`config.mk`:
```
export PLATFORM = sky130hd
export DESIGN_NAME = mbscore_fetch_unit
export DESIGN_NICKNAME = d
export VERILOG_FILES = /design/src/rtl/mbscore_fetch_unit_pkg.sv /design/src/rtl/mbscore_pc_reg.sv /design/src/rtl/mbscore_fetch_unit.sv
export SDC_FILE = /design/constraint.sdc
export NUM_CORES = 1
export LEC_CHECK = 0
export BUFFER_PORTS_ARGS = -buffer_cell sky130_fd_sc_hd__buf_4
export CORE_UTILIZATION = 43
export DETAILED_ROUTE_END_ITERATION = 6
export PLACE_DENSITY = 0.69
export SYNTH_ARGS = -nofsm -noshare
export SYNTH_HDL_FRONTEND = slang
export SYNTH_SLANG_ARGS = --single-unit
export TNS_END_PERCENT = 50
```
`constraint.sdc`:
```
create_clock -name clk -period 6.1 [get_ports clk]
set_input_delay 0.305 -clock clk [delete_from_list [all_inputs] [get_ports clk]]
set_output_delay 0.305 -clock clk [all_outputs]
set_load 0.02 [all_outputs]
```
`src/rtl/mbscore_fetch_unit_pkg.sv`:
```
// Shared constants for the MBScore fetch stage: FSM state encoding and reset PC.
package mbscore_fetch_unit_pkg;

  // Fetch FSM states, 2-bit encoding shared with the rest of the core.
  typedef enum logic [1:0] {
    S_IDLE = 2'd0,
    S_REQ  = 2'd1,
    S_WAIT = 2'd2,
    S_DONE = 2'd3
  } fetch_state_e;

  // Default PC after reset; must be word aligned.
  localparam logic [31:0] RESET_PC_DEFAULT = 32'h0000_0000;

  // Byte distance between consecutive instructions.
  localparam int unsigned PC_STEP = 4;

endpackage

```
`src/rtl/mbscore_pc_reg.sv`:
```
// PC register with +4 incrementer and a pending-redirect slot.
// Redirects seen while idle load the PC straight away; redirects seen during a
// fetch are parked and applied when the fetch retires (last one wins).
module mbscore_pc_reg
  import mbscore_fetch_unit_pkg::*;
#(
  parameter int                    ADDR_WIDTH = 32,
  parameter logic [ADDR_WIDTH-1:0] RESET_PC   = '0
) (
  input  logic                  clk,
  input  logic                  rst,
  input  logic                  idle_i,
  input  logic                  advance_i,
  input  logic                  redirect_valid_i,
  input  logic [ADDR_WIDTH-1:0] redirect_pc_i,
  output logic [ADDR_WIDTH-1:0] pc_o,
  output logic [ADDR_WIDTH-1:0] pc_inc_o
);

  localparam logic [ADDR_WIDTH-1:0] STEP       = ADDR_WIDTH'(PC_STEP);
  localparam logic [ADDR_WIDTH-1:0] ALIGN_MASK = ~ADDR_WIDTH'(3);

  logic [ADDR_WIDTH-1:0] pc_q, pc_d;
  logic [ADDR_WIDTH-1:0] pend_pc_q, pend_pc_d;
  logic                  pend_valid_q, pend_valid_d;
  logic [ADDR_WIDTH-1:0] target;

  // Targets are forced to word alignment on capture; the add wraps naturally.
  assign target   = redirect_pc_i & ALIGN_MASK;
  assign pc_inc_o = pc_q + STEP;
  assign pc_o     = pc_q;

  // Next PC selection: retire (redirect > pending > +4), idle load, or park.
  always_comb begin
    pc_d         = pc_q;
    pend_pc_d    = pend_pc_q;
    pend_valid_d = pend_valid_q;
    if (advance_i) begin
      if (redirect_valid_i) begin
        pc_d = target;
      end else if (pend_valid_q) begin
        pc_d = pend_pc_q;
      end else begin
        pc_d = pc_inc_o;
      end
      pend_valid_d = 1'b0;
    end else if (redirect_valid_i) begin
      if (idle_i) begin
        pc_d = target;
      end else begin
        pend_valid_d = 1'b1;
        pend_pc_d    = target;
      end
    end
  end

  // PC and pending-redirect state.
  always_ff @(posedge clk or posedge rst) begin
    if (rst) begin
      pc_q         <= RESET_PC;
      pend_pc_q    <= '0;
      pend_valid_q <= 1'b0;
    end else begin
      pc_q         <= pc_d;
      pend_pc_q    <= pend_pc_d;
      pend_valid_q <= pend_valid_d;
    end
  end

endmodule

```
`src/rtl/mbscore_fetch_unit.sv`:
```
// MBScore instruction-fetch stage: fetch FSM, instruction register and link value.
// Reads imem over req/gnt/rvalid, latches the word into IR and advances the PC.
module mbscore_fetch_unit
  import mbscore_fetch_unit_pkg::*;
#(
  parameter int                    ADDR_WIDTH = 32,
  parameter int                    DATA_WIDTH = 32,
  parameter logic [ADDR_WIDTH-1:0] RESET_PC   = ADDR_WIDTH'(RESET_PC_DEFAULT)
) (
  input  logic                  clk,
  input  logic                  rst,
  input  logic                  fetch_start,
  input  logic                  halt,
  input  logic                  redirect_valid,
  input  logic [ADDR_WIDTH-1:0] redirect_pc,
  output logic                  imem_req,
  output logic [ADDR_WIDTH-1:0] imem_addr,
  input  logic                  imem_gnt,
  input  logic                  imem_rvalid,
  input  logic [DATA_WIDTH-1:0] imem_rdata,
  output logic [DATA_WIDTH-1:0] inst,
  output logic [ADDR_WIDTH-1:0] pc,
  output logic [ADDR_WIDTH-1:0] pc_plus4,
  output logic                  fetch_done,
  output logic                  busy
);

  fetch_state_e          state_q, state_d;
  logic [DATA_WIDTH-1:0] inst_q, inst_d;
  logic [ADDR_WIDTH-1:0] pc_plus4_q, pc_plus4_d;
  logic [ADDR_WIDTH-1:0] pc_inc;

  mbscore_pc_reg #(
    .ADDR_WIDTH (ADDR_WIDTH),
    .RESET_PC   (RESET_PC)
  ) u_pc_reg (
    .clk              (clk),
    .rst              (rst),
    .idle_i           (state_q == S_IDLE),
    .advance_i        (state_q == S_DONE),
    .redirect_valid_i (redirect_valid),
    .redirect_pc_i    (redirect_pc),
    .pc_o             (pc),
    .pc_inc_o         (pc_inc)
  );

  // The request address is the current PC, which only moves when the fetch retires.
  assign imem_addr = pc;
  assign inst      = inst_q;
  assign pc_plus4  = pc_plus4_q;

  // Next-state logic, IR capture and handshake outputs.
  always_comb begin
    state_d    = state_q;
    inst_d     = inst_q;
    pc_plus4_d = pc_plus4_q;
    imem_req   = 1'b0;
    busy       = 1'b0;
    fetch_done = 1'b0;
    case (state_q)
      S_IDLE: begin
        if (fetch_start && !halt) begin
          state_d = S_REQ;
        end
      end
      S_REQ: begin
        imem_req = 1'b1;
        busy     = 1'b1;
        if (imem_gnt) begin
          if (imem_rvalid) begin
            inst_d     = imem_rdata;
            pc_plus4_d = pc_inc;
            state_d    = S_DONE;
          end else begin
            state_d = S_WAIT;
          end
        end
      end
      S_WAIT: begin
        busy = 1'b1;
        if (imem_rvalid) begin
          inst_d     = imem_rdata;
          pc_plus4_d = pc_inc;
          state_d    = S_DONE;
        end
      end
      S_DONE: begin
        fetch_done = 1'b1;
        state_d    = S_IDLE;
      end
      default: state_d = S_IDLE;
    endcase
  end

  // FSM state, IR and link register.
  always_ff @(posedge clk or posedge rst) begin
    if (rst) begin
      state_q    <= S_IDLE;
      inst_q     <= '0;
      pc_plus4_q <= RESET_PC + ADDR_WIDTH'(PC_STEP);
    end else begin
      state_q    <= state_d;
      inst_q     <= inst_d;
      pc_plus4_q <= pc_plus4_d;
    end
  end

endmodule
```
# Word level (Yosys, flattened, before mapping)
# Index checks and enable logic that the tools add are counted.
dict set report word_totals {
  reg_bits 129
  inputBits 71
  out_inout_bits 131
  elab_cells 50
}
dict set report op_classes {
  n_addsub 1
  eq_ne 7
  n_mux 22
  bitwise 2
  reduce_logical 12
}
# cell count
set ops {}
lappend ops {{32-bit 2-to-1 mux} 9}
lappend ops {{32-bit one-hot mux with 2 select lines} 2}
lappend ops {{32-bit by 3-bit adder with 32-bit output (second input constant)} 1}
lappend ops {{2-bit inequality test (second input constant)} 4}
lappend ops {{2-bit one-hot mux with 4 select lines} 1}
lappend ops {{1-bit 2-to-1 mux} 7}
lappend ops {{2-bit 2-to-1 mux} 3}
lappend ops {{2-bit AND reduction} 3}
lappend ops {{3-bit AND reduction} 2}
lappend ops {{2-bit nonzero test} 3}
lappend ops {{2-bit == test (second input constant)} 2}
lappend ops {{2-bit by 1-bit == test with 1-bit output (second input constant)} 1}
lappend ops {{2-bit zero test} 1}
lappend ops {{1-bit inverter} 2}
lappend ops {{2-bit OR reduction} 1}
lappend ops {{1-bit logical AND} 1}
lappend ops {{1-bit zero test} 1}

# Logic depth before layout (Yosys ltp)
dict set report depth {
  depth_word 4
  mapped_depth 9
  depth_no_buf 7
}

# Cells and area by module
# Synthesis repeated with hierarchy kept, for this count alone.
dict set report hier_totals {
  cells_unflattened 557
  area_unflattened_um2 6417.4
}
# mod instances cells_per_inst area_per_inst_um2 seq_area_each_um2
set by_module_without_submodules {}
lappend by_module_without_submodules {mbscore_pc_reg 1 371 3579.7 1526.5}
lappend by_module_without_submodules {mbscore_fetch_unit 1 186 2837.7 1652.8}

# Worst setup path before layout
# OpenSTA, ideal clock, no wires.
dict set report synth_timing {
  path_kind {reg-to-reg}
  from {register state_q[0]}
  to {register inst_q[0], in the netlist inst[0]}
  setup_time_ns 0.125
  arrival_ns 2.089
  required_ns 5.975
  path_slack_ns 3.886
  path_stages_with_launch 7
  path_buffers 1
  period_less_slack_ns 2.214
  path_cell_list {dfrtp_1 -> inv_1 -> ha_1 -> inv_1 -> a211oi_2 -> clkbuf_1 -> mux2_2}
}
dict set report synth_between {
  elab_chain_len 3
  word_cells_on_any_way 6
  cone_classes {3 x eq/ne; 1 x mux; 2 x reduce/logical}
}
# element line
set synth_lines {}
lappend synth_lines {{start: declaration} mbscore_fetch_unit.sv:28} ;# fetch_state_e state_q, state_d;
lappend synth_lines {{start signal: assignment} mbscore_fetch_unit.sv:102} ;# state_q <= state_d;
lappend synth_lines {{2-bit by 1-bit == test with 1-bit output or 2-bit == test (tied branches)} mbscore_fetch_unit.sv:60} ;# case (state_q)
lappend synth_lines {{2-bit inequality test (no line) or 2-bit nonzero test (tied branches)} -}
lappend synth_lines {{2-bit AND reduction (no line)} -}
lappend synth_lines {{end signal: assignment} mbscore_fetch_unit.sv:103} ;# inst_q <= inst_d;
lappend synth_lines {{end: declaration} mbscore_fetch_unit.sv:29} ;# logic [DATA_WIDTH-1:0] inst_q, inst_d;
# Parallel ways exist; a longest one is shown, timed or not.
# A chain may end at the register's enable or synchronous reset.

# Final worst setup path
dict set report layout_timing {
  from {register state_q[0]}
  to {register inst_q[30], in the netlist inst[30]}
}
# The elaborated chain is that of the path after synthesis.

==> flow_summary.yaml <==
power:
  power.density_nw_per_um2: 642
  leakagePower_nw: 3.69
  ir_drop_mv: 0.356
critical_path:
  r2r_cells: 6
  worst_path_most_repeated_cell: "inv_1"
  startpoint: "state_q[0]"
  required_ns: 6.40
  crit_fanout: 76
  critical-path-slowest-cell: "buf_4"
  path_delay_family: "buffers and inverters"
  endpoint: "inst[30]"
  cpPeakStageDelay_ns: 0.78
  worstReg2RegEnd: "inst[30]"
  path_cells: "inv_1 -> ha_1 -> inv_1 -> a211oi_4 -> buf_4 -> mux2_2"
  cp-start-kind: "flop"
  endpoint_kind: "flop"
  path_class: "reg2reg"
  critPathBufInv: 3
  arrival_ns: 3.75
  r2r_slack_ns: 2.65
  cp_num_cells: 6
  r2r-start: "state_q[0]"
clocking:
  cts_root_buf: "clkbuf_16"
  clk_pin_slew_worst_paths_ns: 0.06
  cts_tree: "yes"
  clock-sinks: 125
  htreeDepth: 4
  clk_latency_ns: 0.41
  post_cts_resized: 0
  hold_buffers: 0
  cts_buffers: 17
  clk_path_buf_depth: 2
  post-cts-setup-buffers: 0
logic_synthesis:
  syn_inst: 566
  syn_avg_cell_area_um2: 10.9
  synthArstFlopShare_pct: 100
  synth-edff-count: 0
  synth_area_leaders: "dfrtp_1 (51%), mux2_2 (12%), buf_4 (4.4%), a21oi_1 (4.0%), nor2_1 (3.2%)"
  yosysWarnings: 0
  yosysSeqAreaShare_pct: 50.9
  synth_area_um2: 6140
  yosys.area.top_type: "dfrtp_1"
  synth-main-ff-cell: "dfrtp_1"
  synth.ff_latch_count: 125
  netlist.area_leader.share_pct: 50.5
  synth_cell_type_count: 55
global_route:
  grt_max_degree: 77
  grt_remaining_overflow: 0
  grt_pass1_vias: 5012
  grt_pass1_wl_mm: 25.7
  antenna_found_initial: 0
  grtUsageTotal_pct: 23.1
drt:
  wire_per_inst_um: 17.8
  wl_mm: 16.3
  top_layer: "met4"
  route.detailed.drc: 0
  ant_nets: 0
  drtIter0Drc: 383
  vias_per_cell: 5.46
  routedLengthMet1_mm: 6.91
  wl_met2_mm: 7.72
  wl_met3_mm: 1.40
  dr_total_vias: 5010
  dr.pass1.iters: 4
layout:
  drive_above_1_share_pct: 41.8
  n_antenna_cell: 0
  area_growth_pct: 32.2
  fin_nets: 801
floorplan:
  fp.coreArea_um2: 13900
  die-area_um2: 14800
  die_h_um: 122
  io_pins: 202
  rows: 43
  die_w_um: 122
  initial_core_util_pct: 44.2
sta:
  hold_viol: 0
  tightest_slew_ns: 1.07
  setup_slack_ns: 2.65
  setup_viol: 0
  maxSlewViolCount: 0
  min_period_ns: 3.45
  slew_headroom_pct: 28.2
  rsz0062_at_grt: "no"
  skew_ns: 0.00548
  tns_ns: 0
  period_share_pct: 56.6
  timing.fmax_mhz: 290
job:
  cap_violations: 0
placement:
  gp_congestion: 0.790
  hpwlAfterDp_mm: 11.0
  portBuffers: 193
  dp_slack_ns: 2.61
worst_hold_path:
  hp-class: "in2async"
status:
  status: "finished, final reports clean"
-- power by group --
group          total (mW)  switching, mW  internal [mW]
Clock                1.04          0.370          0.670
Combinational        2.53           1.40           1.13
Sequential           1.65          0.389           1.26
Total                5.22           2.16           3.06
-- cells by family after synthesis --
logic type	count (synthesis)	synth area share, %
compound gates	134	14.0
flops	125	50.9
simple gates	121	10.2
buf+inv	85	7.44
mux	67	12.2
xor+xnor	27	3.85
fa+ha+maj	6	1.22
other cells	1	0.0611
-- through the flow --
step	power [mW]	area [um2]	utilization (%)	cells	hold slack, ns
CTS	5.25	8120	58.5	917	0.0778
global route	5.54	8120	58.5	917	0.0991
finish	5.22	8120	58.5	917	0.0348
detailed placement	4.20	7510	54.1	885	0.495
floorplan	3.30	6160	-	571	0.457
global placement	4.11	7510	54.1	885	0.484
-- worst min path at each step --
stage,endpoint,slack (ns)
4_1_cts,inst[14],0.08
2_1_floorplan,inst[24],0.46
5_1_grt,inst[23],0.1
3_3_place_gp,u_pc_reg.pend_pc_q[3],0.48
3_5_place_dp,u_pc_reg.pend_pc_q[17],0.50
6_report,inst[19],0.03
-- cell usage after synthesis, types with 4 or more instances --
| library cell | count |
|---|---|
| nand3_1 | 8 |
| nand2_1 | 20 |
| nor2_1 | 53 |
| nor3_1 | 5 |
| a221oi_1 | 4 |
| nand4_1 | 6 |
| inv_1 | 20 |
| a31oi_1 | 4 |
| and3_1 | 9 |
| ha_1 | 6 |
| dfrtp_1 | 124 |
| mux2_2 | 64 |
| buf_4 | 36 |
| clkbuf_1 | 23 |
| a22oi_1 | 7 |
| xnor2_1 | 19 |
| and4_1 | 5 |
| o22ai_1 | 10 |
| o31a_1 | 5 |
| o21ai_0 | 25 |
| a221o_1 | 8 |
| a21oi_1 | 49 |
| xor2_1 | 8 |
-- layout make-up --
type                    count  area [um2]
clock inverters            12         143
clock buffers              20         467
multi-input cells         361        2590
inverters                  21        81.3
flip-flops and latches    125        3130
well taps                 180         225
fillers                  1136        5760
repair buffers            198        1490
-- placed cells by master, fill, tap and decap left out, drive strengths merged, types with 7 or more instances in the layout --
cell type / n
inv: 20
clkbuf: 20
and3: 11
nand3: 9
mux2: 64
dfrtp: 124
o22ai: 10
buf: 198
nand4: 8
o21ai: 27
nor2: 53
xnor2: 19
clkinv: 7
nand2: 20
a21oi: 49
a221o: 9
a22oi: 7
xor2: 8
-- layer usage --
layer / up-vias / GRT usage, %
met3: 21 / 7.89
met4: 0 / 9.18
met2: 214 / 37.0
met1: 2457 / 28.6
li1: 2318 / -
met5: - / 0
-- sequential cells by signal, indices dropped and copies added (netlist names) --
register	cells
state_q	2
u_pc_reg.pend_pc_q	30
inst	32
u_pc_reg.pend_valid_q	1
pc_plus4	30
u_pc_reg.pc_o	30
(Power assumes the default switching activity.)
